**config.mk**
```make
export PLATFORM = sky130hd
export DESIGN_NAME = mod_counter
export DESIGN_NICKNAME = d
export VERILOG_FILES = /design/src/rtl/mod_counter_pkg.sv /design/src/rtl/full_adder.sv /design/src/rtl/mod_counter.sv
export SDC_FILE = /design/constraint.sdc
export NUM_CORES = 1
export LEC_CHECK = 0
export CORE_ASPECT_RATIO = 0.6
export CORE_MARGIN = 5
export CORE_UTILIZATION = 35
export CTS_BUF_LIST = sky130_fd_sc_hd__clkbuf_8 sky130_fd_sc_hd__clkbuf_16
export DETAILED_ROUTE_END_ITERATION = 10
export GPL_TIMING_DRIVEN = 0
export PLACE_DENSITY = 0.7
export SLEW_MARGIN = 20
export SYNTH_ARGS = -nofsm -noshare
export SYNTH_HDL_FRONTEND = slang
export SYNTH_SLANG_ARGS = --single-unit
```
**constraint.sdc**
```tcl
create_clock -name clk_i -period 3.2 [get_ports clk_i]
set_clock_uncertainty 0.2 [all_clocks]
set_input_delay 0.64 -clock clk_i [delete_from_list [all_inputs] [get_ports clk_i]]
set_output_delay 0.64 -clock clk_i [all_outputs]
set_load 0.03 [all_outputs]
```
**src/rtl/mod_counter_pkg.sv**
```systemverilog
// Shared encodings for the modulo counter: terminal-mode and direction values.
package mod_counter_pkg;

  localparam logic MODE_WRAP = 1'b0;
  localparam logic MODE_SAT  = 1'b1;
  localparam logic DIR_DOWN  = 1'b0;
  localparam logic DIR_UP    = 1'b1;

endpackage : mod_counter_pkg

```
**src/rtl/full_adder.sv**
```systemverilog
// Team full adder: WIDTH-bit sum of two operands plus a carry-in.
// The sum is modulo 2^WIDTH and no carry-out is produced.
module full_adder #(
  parameter int WIDTH = 8
) (
  input  logic [WIDTH-1:0] a_i,
  input  logic [WIDTH-1:0] b_i,
  input  logic             cy_i,
  output logic [WIDTH-1:0] sum_o
);

  assign sum_o = a_i + b_i + WIDTH'(cy_i);

endmodule : full_adder

```
**src/rtl/mod_counter.sv**
```systemverilog
// Prescaled up/down counter over the range 0..max_i with wrap or saturate
// terminal behaviour, synchronous load/clear and a registered terminal pulse.
module mod_counter
  import mod_counter_pkg::*;
#(
  parameter int WIDTH = 8,
  parameter int PSC_W = 4
) (
  input  logic             clk_i,
  input  logic             rst_i,
  input  logic             clr_i,
  input  logic             en_i,
  input  logic             we_i,
  input  logic [WIDTH-1:0] dat_i,
  input  logic             up_i,
  input  logic             mode_i,
  input  logic [WIDTH-1:0] max_i,
  input  logic [PSC_W-1:0] psc_i,
  output logic [WIDTH-1:0] dat_o,
  output logic             tc_o
);

  logic [WIDTH-1:0] cnt_q, cnt_d;
  logic [PSC_W-1:0] psc_q, psc_d;
  logic             tc_q,  tc_d;

  logic             tick;
  logic             step;
  logic             at_term;
  logic [WIDTH-1:0] addend;
  logic             carry_in;
  logic [WIDTH-1:0] cnt_adj;

  // The prescaler fires when its count matches the live divisor; psc_i is
  // compared directly so a new divisor applies in the cycle it appears.
  assign tick = en_i && (psc_q == psc_i);
  assign step = tick && !clr_i && !we_i;

  // One adder serves both directions: +0+1 for up, +all-ones+0 for down.
  assign addend   = (up_i == DIR_UP) ? '0 : '1;
  assign carry_in = (up_i == DIR_UP);

  full_adder #(
    .WIDTH (WIDTH)
  ) u_adder (
    .a_i   (cnt_q),
    .b_i   (addend),
    .cy_i  (carry_in),
    .sum_o (cnt_adj)
  );

  // A step is terminal at or above max going up, and only at zero going down;
  // a down step from above max just re-enters the range without a pulse.
  assign at_term = (up_i == DIR_UP) ? (cnt_q >= max_i) : (cnt_q == '0);

  // Next-state selection for count, prescaler and terminal pulse.
  always_comb begin
    // NOTE: every output of this block gets a default first, so no path can
    // leave a variable unassigned and infer a latch.
    cnt_d = cnt_q;
    psc_d = psc_q;
    tc_d  = 1'b0;

    if (clr_i) begin
      cnt_d = '0;
      psc_d = '0;
    end else if (we_i) begin
      cnt_d = dat_i;
      psc_d = '0;
    end else begin
      if (en_i) begin
        psc_d = tick ? '0 : psc_q + PSC_W'(1);
      end

      if (step) begin
        tc_d = at_term;
        if (up_i == DIR_UP) begin
          if (cnt_q < max_i) begin
            cnt_d = cnt_adj;
          end else begin
            cnt_d = (mode_i == MODE_SAT) ? max_i : '0;
          end
        end else begin
          if (cnt_q > max_i) begin
            cnt_d = max_i;
          end else if (cnt_q == '0) begin
            cnt_d = (mode_i == MODE_SAT) ? '0 : max_i;
          end else begin
            cnt_d = cnt_adj;
          end
        end
      end
    end
  end

  // State registers with synchronous reset taking priority over everything.
  always_ff @(posedge clk_i) begin
    // NOTE: non-blocking assignments here so every register samples the
    // pre-edge values, independent of statement order.
    if (rst_i) begin
      cnt_q <= '0;
      psc_q <= '0;
      tc_q  <= 1'b0;
    end else begin
      cnt_q <= cnt_d;
      psc_q <= psc_d;
      tc_q  <= tc_d;
    end
  end

  assign dat_o = cnt_q;
  assign tc_o  = tc_q;

endmodule : mod_counter

```
==> out/metrics.csv <==
metric;value;unit
outcome;finished clean;
die_h;59.9;um
fmax;323;MHz
fill_cells;378;
setup-tns-final;0;ps
wl;4.41;mm
place_inst;261;
layout-drive-gt1-share;16.1;%
area_delta_synth_final;36.1;%
synth_adder_area_share;16.0;%
cp.arrival;3030;ps
synth_top_family_by_area;simple AND/OR/NAND/NOR gates;
pre_cts_ws;-771;ps
hold_ws;349;ps
path_class;input port to flip-flop;
rrSetupSlack;530;ps
hold_class;flip-flop to flip-flop;
synth_top_area_share;17.9;%
share_seq_of_total_power;32.9;%
htreeDepth;1;
slew_violations;0;
wl_per_cell;16.5;um
finalSetupViolCount;0;
syn_area;0.00145;mm2
io_pins;36;
synth_edf_count;0;
synth_flop_cell;dfxtp_1;
slowest_delay;380;ps
overflow;0;
switching_share;33.9;%
row_count;18;
cts_tree;built;
worstPathMaxFanout;7;
grt_pass1_vias;1345;
drc_errors;0;
comb_power_share;39.4;%
grt_max_degree;11;
syn_avg_cell_area;8.19;um2
max_cap_violations;0;
post-route-util;48.7;%
synth_mux_area_share;2.16;%
async_flop_share;0;%
clkSinkCount;13;
clk_pin_slew;60;ps
finalPower;536;uW
leakage;0.802;nW
drt-pass1-iter-count;5;
final-hold-violation-count;0;
maxSlewHeadroom;61.9;%
synth_xor_area_share;6.64;%
start_kind;input port;
synth.top_cells.by_count;ha_1, nand2_1, a21oi_1, dfxtp_1, inv_1;
antennaDiodeCount;0;
antenna_found_initial;0;
worst_pin_slew;570;ps
cp_slowest_cell;mux2_2;
synth_compound_area_share;25.8;%
synth_top_cell_by_area;dfxtp_1;
vias;1509;
start_util;35.8;%
power.density;272;mW/mm2
finalCriticalPeriod;3100;ps
cts_made_buffers;3;
required;3130;ps
stdcell_area;0.00197;mm2
fin_cells;267;
insertion_delay;250;ps
fp.dieW;93.1;um
drt_iter0_drc;156;
setup_slack;103;ps
yosys_warnings;0;
grt_usage;15.9;%
endpoint_kind;flip-flop;
core;0.00405;mm2
dp_hpwl;3.45;mm
synth-seq-cells;13;
cts.root.buffer_cell;clkbuf_8;
synth.most_common_cell;ha_1;
yosys.area_share.simple;25.9;%
yosysSeqAreaShare;17.9;%
grt_first_pass_wirelength;6.83;mm
synth_area_leaders;dfxtp_1, ha_1, xor2_1, a21oi_1, nand2_1;
cp_cell_sequence;clkdlybuf4s15_2, clkinvlp_4, buf_6, ha_4, nor2b_2, or3_1, a311oi_2, mux2_2, a211oi_2, o22ai_1;
p_clk_share;27.8;%
cts_buffer_depth;2;
nets;263;
ctsHoldBuffers;0;
yosysUniqueCellTypes;54;
syn_nets;222;
viasPerCell;5.65;
place_congestion;0.852;
p_sw;182;uW
io_buffer_count;34;
antenna_left;0;
min_period_over_period;96.8;%
die-area;0.00557;mm2
intPower;354;uW
syn_inst;177;
placed_area;0.00185;mm2
ir_worst_vdd;0.147;mV
-- cells in the final DEF (no fill, tap or decap), types with 3 or more instances in the layout --
master           Yosys  final
o21ai_0              9      9
inv_1               13     13
xnor2_1              3      3
nor2_1               8      8
nand3_1              3      3
nand2b_1             4      4
clkbuf_8             2      5
nor4_1               3      3
o211ai_1             3      3
nand4_1              3      3
a221oi_1             4      4
clkdlybuf4s50_1      0     33
dfxtp_1             13     13
a21oi_1             13     13
nand2_1             15     15
a21oi_2              4      4
or3_1                3      3
nor3_1               6      6
ha_4                 0      3
ha_1                17     13
xor2_1               8      8
-- state kept, by name, indices dropped and copies added, names as in the netlist --
| signal | count |
|---|---|
| dat_o | 8 |
| psc_q | 4 |
| tc_o | 1 |
-- path summary, 6_finish.rpt --
check,start,end,cells past startpoint
setup / recovery,up_i,dat_o[7]$_SDFFE_PP0P_,10
hold / removal,psc_q[0]$_SDFFE_PP0P_,psc_q[0]$_SDFFE_PP0P_,2
setup reg to reg,dat_o[4]$_SDFFE_PP0P_,dat_o[7]$_SDFFE_PP0P_,8
hold reg to reg,psc_q[0]$_SDFFE_PP0P_,psc_q[0]$_SDFFE_PP0P_,2
-- metal layers --
| layer | vias up | share of wire (%) | global-route usage, % |
|---|---|---|---|
| met5 | - | 0 | 0 |
| met4 | 0 | 0.50 | 2.30 |
| met3 | 4 | 9.5 | 4.65 |
| met2 | 74 | 42 | 22.9 |
| met1 | 699 | 48 | 23.7 |
| li1 | 732 | - | - |
-- repair_timing --
action | CTS | global route
setup buffers | 1 | 1
endpoints found under the setup margin | 1 | 1
pin swaps | 0 | 2
resized for setup | 9 | 3
-- critical path, delay by kind of cell --
family	cells	cell delay (ps)
buffers and inverters	3	670
AOI/OAI and AO/OA	3	580
and+or+nand+nor	2	510
muxes	1	380
adders and majority gates	1	240
-- power groups by stage --
stage	Clock, mW	Sequential (mW)	Combinational, mW
floorplan	0	0.184	0.116
global placement	0	0.178	0.194
detailed placement	0	0.178	0.196
CTS	0.150	0.176	0.206
global route	0.163	0.177	0.228
finish	0.149	0.176	0.211
-- cell families (layout without fill, tap and decap cells) --
| family | count (synthesis) | after routing |
|---|---|---|
| xor gates and xnor gates | 11 | 11 |
| DFF | 13 | 13 |
| AOI/OAI and AO/OA | 53 | 53 |
| adders and majority gates | 18 | 18 |
| buffers and inverters | 16 | 56 |
| muxes | 3 | 3 |
| and+or+nand+nor | 63 | 63 |
-- layout make-up --
type	instances	area, um2	share of cell area [%]
multi-input cells	148	1160	58.8
well taps	50	62.6	3.17
plain buffers	3	31.3	1.59
clock buffers	3	41.3	2.09
clock inverters	1	3.75	0.190
inverters	13	52.6	2.66
flip-flops and latches	13	260	13.2
repair buffers	36	360	18.3
No activity file was read; power rests on OpenSTA's default activity.
